[config.mk]
export PLATFORM = sky130hd
export DESIGN_NAME = mips_hilo_muldiv
export DESIGN_NICKNAME = d
export VERILOG_FILES = /design/src/rtl/mips_hilo_muldiv.sv
export SDC_FILE = /design/constraint.sdc
export NUM_CORES = 2
export LEC_CHECK = 0
export CAP_MARGIN = 20
export CORE_ASPECT_RATIO = 1.1
export CORE_MARGIN = 3
export CORE_UTILIZATION = 35
export DETAILED_ROUTE_END_ITERATION = 8
export SYNTH_ARGS = -nofsm -noshare
export SYNTH_HDL_FRONTEND = slang
export SYNTH_SLANG_ARGS = --single-unit
export TNS_END_PERCENT = 5
[constraint.sdc]
create_clock -name clk -period 11.6 [get_ports clk]
set_input_delay 3.48 -clock clk [delete_from_list [all_inputs] [get_ports clk]]
set_output_delay 3.48 -clock clk [all_outputs]
set_load 0.1 [all_outputs]
[src/rtl/mips_hilo_muldiv.sv]
// mips_hilo_muldiv: MIPS HI/LO register pair with a multi-cycle multiplier and a restoring divider.
module mips_hilo_muldiv #(
  parameter int DATA_WIDTH   = 32,
  parameter int MULT_LATENCY = 2
) (
  input  logic                  clk,
  input  logic                  rst,
  input  logic                  hi_write,
  input  logic                  lo_write,
  input  logic [1:0]            hi_select,
  input  logic [1:0]            lo_select,
  input  logic                  unsigned_mult,
  input  logic                  unsigned_div,
  input  logic [DATA_WIDTH-1:0] rs_data,
  input  logic [DATA_WIDTH-1:0] rt_data,
  output logic [DATA_WIDTH-1:0] hi,
  output logic [DATA_WIDTH-1:0] lo,
  output logic                  busy,
  output logic                  div_by_zero
);
  localparam int W  = DATA_WIDTH;
  localparam int CW = $clog2(W);
  typedef enum logic [1:0] {IDLE, MUL, DIV, DFIX} state_t;
  state_t state, state_next;
  logic [CW-1:0] cnt;
  logic [2*W-1:0] ma, mb, prod;
  logic [W-1:0] q, d, rem, dividend, q_fix, r_fix;
  logic [W:0] r_shift;
  logic q_neg, r_neg, dz, ge, sa, sb;
  logic mul_op, div_op, mthi, mtlo;
  always_comb begin
    busy       = state != IDLE;
    mul_op     = !busy && hi_write && lo_write && hi_select == 2'b11 && lo_select == 2'b11;
    div_op     = !busy && hi_write && lo_write && hi_select == 2'b10 && lo_select == 2'b10;
    mthi       = !busy && hi_write && hi_select == 2'b01;
    mtlo       = !busy && lo_write && lo_select == 2'b01;
    sa         = !unsigned_div && rs_data[W-1];
    sb         = !unsigned_div && rt_data[W-1];
    prod       = ma * mb;
    r_shift    = {rem, q[W-1]};
    ge         = r_shift >= {1'b0, d};
    q_fix      = q_neg ? -q : q;
    r_fix      = r_neg ? -rem : rem;
    state_next = state;
    if (mul_op) state_next = MUL;
    else if (div_op) state_next = DIV;
    else if (state == MUL && cnt == '0) state_next = IDLE;
    else if (state == DIV && cnt == CW'(W-1)) state_next = DFIX;
    else if (state == DFIX) state_next = IDLE;
  end
  always_ff @(posedge clk or posedge rst)
    if (rst) state <= IDLE;
    else state <= state_next;
  always_ff @(posedge clk or posedge rst) begin
    if (rst) begin
      hi <= '0;
      lo <= '0;
      div_by_zero <= 1'b0;
      cnt <= '0;
      ma <= '0;
      mb <= '0;
      q <= '0;
      d <= '0;
      rem <= '0;
      dividend <= '0;
      q_neg <= 1'b0;
      r_neg <= 1'b0;
      dz <= 1'b0;
    end else begin
      div_by_zero <= state == DFIX && dz;
      if (mthi) hi <= rs_data;
      if (mtlo) lo <= rs_data;
      if (mul_op) begin
        // Extending to 2W bits lets a plain truncated multiply give the signed or unsigned product
        ma  <= {{W{!unsigned_mult && rs_data[W-1]}}, rs_data};
        mb  <= {{W{!unsigned_mult && rt_data[W-1]}}, rt_data};
        cnt <= CW'(MULT_LATENCY-1);
      end
      if (div_op) begin
        q        <= sa ? -rs_data : rs_data;
        d        <= sb ? -rt_data : rt_data;
        rem      <= '0;
        q_neg    <= sa ^ sb;
        r_neg    <= sa;
        dz       <= rt_data == '0;
        dividend <= rs_data;
        cnt      <= '0;
      end
      if (state == MUL) begin
        if (cnt == '0) {hi, lo} <= prod;
        else cnt <= cnt - 1'b1;
      end
      if (state == DIV) begin
        rem <= ge ? r_shift[W-1:0] - d : r_shift[W-1:0];
        q   <= {q[W-2:0], ge};
        cnt <= cnt + 1'b1;
      end
      if (state == DFIX) begin
        lo <= dz ? '1 : q_fix;
        hi <= dz ? dividend : r_fix;
      end
    end
  end
endmodule

==> summary.md <==
| Metric | Value |
|---|---|
| Outcome | `finished, final reports clean` |
| Portion of the post-synthesis area used by sequential elements | `0.1247` |
| Nets in the synthesized netlist | `7354` |
| HP Class | `reg -> reg` |
| Post-synthesis average cell area | `9.144 um^2` |
| Layout Nets | `7286` |
| Sequential Area | `6741 um^2` |
| Yosys synthesis warning count | `0` |
| Share of flip-flops with an asynchronous set or reset after synthesis | `1.000` |
| Total global-route track usage | `0.2027` |
| Synthesized instance count | `5903` |
| Clk Latency, worst-skew pair | `0.59 ns` |
| Synth Cell Area | `53980 um^2` |
| Setup TNS | `0 ns` |
| Number of antenna violations at the first check in global routing | `11` |
| Number of global-route vias before repair | `43530` |
| Post-cts gate resize count | `0` |
| Setup repair after global routing missed its margin | `no` |
| Pin count of the biggest net entering global routing | `163` |
| Number of enable flip-flop cells after synthesis | `0` |
| Final-report hold violation count | `0` |
| Share of layout cells above drive strength 1 | `0.03961` |
| Count of nets left with antenna violations after detail routing | `0` |
| Post-Route WL | `159.5 mm` |
| Critical Path End Type | `register` |
| Quantity of I/O buffers inserted on ports | `139` |
| Register bit total from synthesis | `269` |
| Actual transition at the worst max-transition pin | `1.063 ns` |
| Number of inserted filler cells in the final layout | `15320` |
| Worst endpoint required time | `12.03 ns` |
| Number of hold buffers added after CTS | `0` |
| Fin crit period | `8.678 ns` |
| Worst slew margin relative to its limit | `0.2896` |
| Area growth from synthesis to layout | `8.356%` |
| Total setup violations reported at the end of the flow | `0` |
| DRC violation total after the first TritonRoute iteration | `2465` |
| Slew Viols, Final | `0` |
| WL per Instance | `20.15 um` |
| Total DRC errors in the routed layout | `0` |
| Maximum operating frequency | `115.2 MHz` |
| CTS tree | `done` |
| Total gr overflow | `0` |
| Initial Utilization | `0.3538` |
| Dominant register cell in the synthesized netlist | `dfrtp_1` |
| Kind of critical path | `reg -> reg` |
| Post-detailed-placement half-perimeter wirelength | `129.2 mm` |
| Area of the core region | `152600 um^2` |
| Height of the die | `417.9 um` |
| Number of rows in the core area | `150` |
| Maximum Capacitance Violations | `0` |
| Max H-tree Level | `1` |
| Startpoint kind of the worst setup timing path | `register` |
| Post-CTS setup buffer count | `0` |
| Drt first pass iters | `6` |
| Number of buffers created by CTS | `31` |
| Final cycle utilization of the critical path | `0.7481` |
| First-pass GRT wire length | `253.5 mm` |
| Data arrival, critical path | `9.11 ns` |
| Last weighted congestion value of the routability-driven placer | `0.9175` |
| Clock-pin slew of the registers on the worst-case setup and hold paths | `0.06 ns` |
| Avg Vias per Cell | `5.083` |
| Die area | `159000 um^2` |
| I/O Pins | `140` |
| Horizontal die dimension | `380.4 um` |
| Deepest clock path buffer count | `3` |
| Area occupied by multi-input gates | `41670 um^2` |
| Setup Skew | `0.01926 ns` |
| Number of sinks driven by the clock tree | `269` |
| Largest fanout on the critical path | `15` |
| Buffer type at the clock tree root | `clkbuf_16` |
| Total via count in the routed design | `40250` |
| Synth unique cells | `71` |
worst max-delay path, cell delays in order (launching register included):
cell and delay (ns):
dfrtp_1 0.60, buf_4 0.41, buf_4 0.29, nand2_1 0.11
fa_1 0.53, inv_1 0.05, fa_1 0.49, fa_1 0.58
fa_1 0.44, fa_1 0.55, fa_1 0.45, fa_1 0.50
inv_1 0.05, fa_1 0.50, inv_1 0.05, ha_1 0.37
a21oi_1 0.24, o21a_1 0.21, o21ai_0 0.09, a31oi_1 0.25
o21ai_0 0.16, a41oi_1 0.56, o21ai_0 0.34, a311oi_1 0.37
xor2_1 0.18, o221ai_1 0.13
per-layer routing:
metal	vias to the layer above	track usage	routed length, um
met3	283	0.01869	8227
met5	-	0	13
li1	17760	-	-
met2	1176	0.3589	80360
met1	21020	0.2601	64720
met4	2	0.06770	6210
cell families (layout without fill, tap and decap cells):
| family | after synthesis | after routing | synth area share |
|---|---|---|---|
| adders and majority gates | 1377 | 1377 | 0.4758 |
| xor gates and xnor gates | 221 | 221 | 0.03586 |
| muxes | 143 | 143 | 0.02812 |
| DFF | 269 | 269 | 0.1247 |
| buffers and inverters | 1502 | 1456 | 0.1045 |
| and+or+nand+nor | 1713 | 1713 | 0.1529 |
| AOI/OAI and AO/OA | 678 | 678 | 0.07809 |
| other | 0 | 8 | 0 |
per-stage QoR:
step	cell area, um^2	instances	worst slack [ns]	hold WS (ns)	util
after floorplan	53980	5903	0.7097	0.4406	-
final	58490	7917	2.922	0.4804	0.3833
after global placement	57440	7852	3.045	0.4547	0.3764
after detailed placement	57470	7854	3.004	0.4650	0.3766
after global routing	58470	7909	2.413	0.4943	0.3832
after CTS	58470	7909	2.996	0.4806	0.3832
area by class of cell:
type,count,area share
multi-input cells,4132,0.7124
flip-flops and latches,269,0.1153
inverters,1175,0.07554
well taps,2052,0.04390
repair buffers,226,0.03545
clock buffers,48,0.01470
clock inverters,7,0.002375
diodes,8,0.0003423
worst paths after layout:
kind	startpoint	slack, ns	to	depth (start not counted)
max	mb[25]	2.92	hi[30]	25
min	dividend[0]	0.48	dividend[0]	2
max reg2reg	mb[25]	2.92	hi[30]	25
min reg2reg	dividend[0]	0.48	dividend[0]	2
max in group asynchronous	rst	6.72	ma[6]	3
min in group asynchronous	rst	3.42	cnt[2]	2
synthesized netlist by cell type, drive strengths merged (15+ instances only):
cell type / n / area [um^2]
a211oi: 43 / 322.8
a21o: 40 / 300.3
a21oi: 181 / 905.9
a22oi: 35 / 262.8
and2: 540 / 3378
and3: 20 / 125.1
clkbuf: 316 / 1190
dfrtp: 269 / 6731
fa: 1126 / 22540
ha: 251 / 3141
inv: 1175 / 4410
mux2: 69 / 777.0
mux2i: 74 / 740.7
nand2: 808 / 3033
nand2b: 20 / 125.1
nand3: 28 / 145.1
nand4: 17 / 106.4
nor2: 176 / 660.6
nor2b: 15 / 93.84
nor3: 34 / 181.4
o21ai: 214 / 1075
o21bai: 15 / 112.6
o31ai: 36 / 270.3
or3: 18 / 117.6
xnor2: 102 / 893.4
xor2: 119 / 1042
placed cells by master, fill, tap and decap left out, types with 119 or more instances in the layout:
master	netlist	layout
a21oi_1	181	181
and2_1	540	539
clkdlybuf4s50_1	0	139
dfrtp_1	269	261
fa_1	1126	1126
ha_1	251	251
inv_1	1175	1174
nand2_1	808	808
nor2_1	176	171
o21ai_0	211	211
xor2_1	119	119
flip-flops by register name, indices dropped and copies added (netlist names), 2 cells and up:
name,flops
q,32
mb,33
dividend,32
cnt,5
rem,32
d,32
ma,33
lo,32
state,2
hi,32
Power is not shown: default switching activity piles up to over one toggle a cycle in this logic, so the estimate is an artifact.
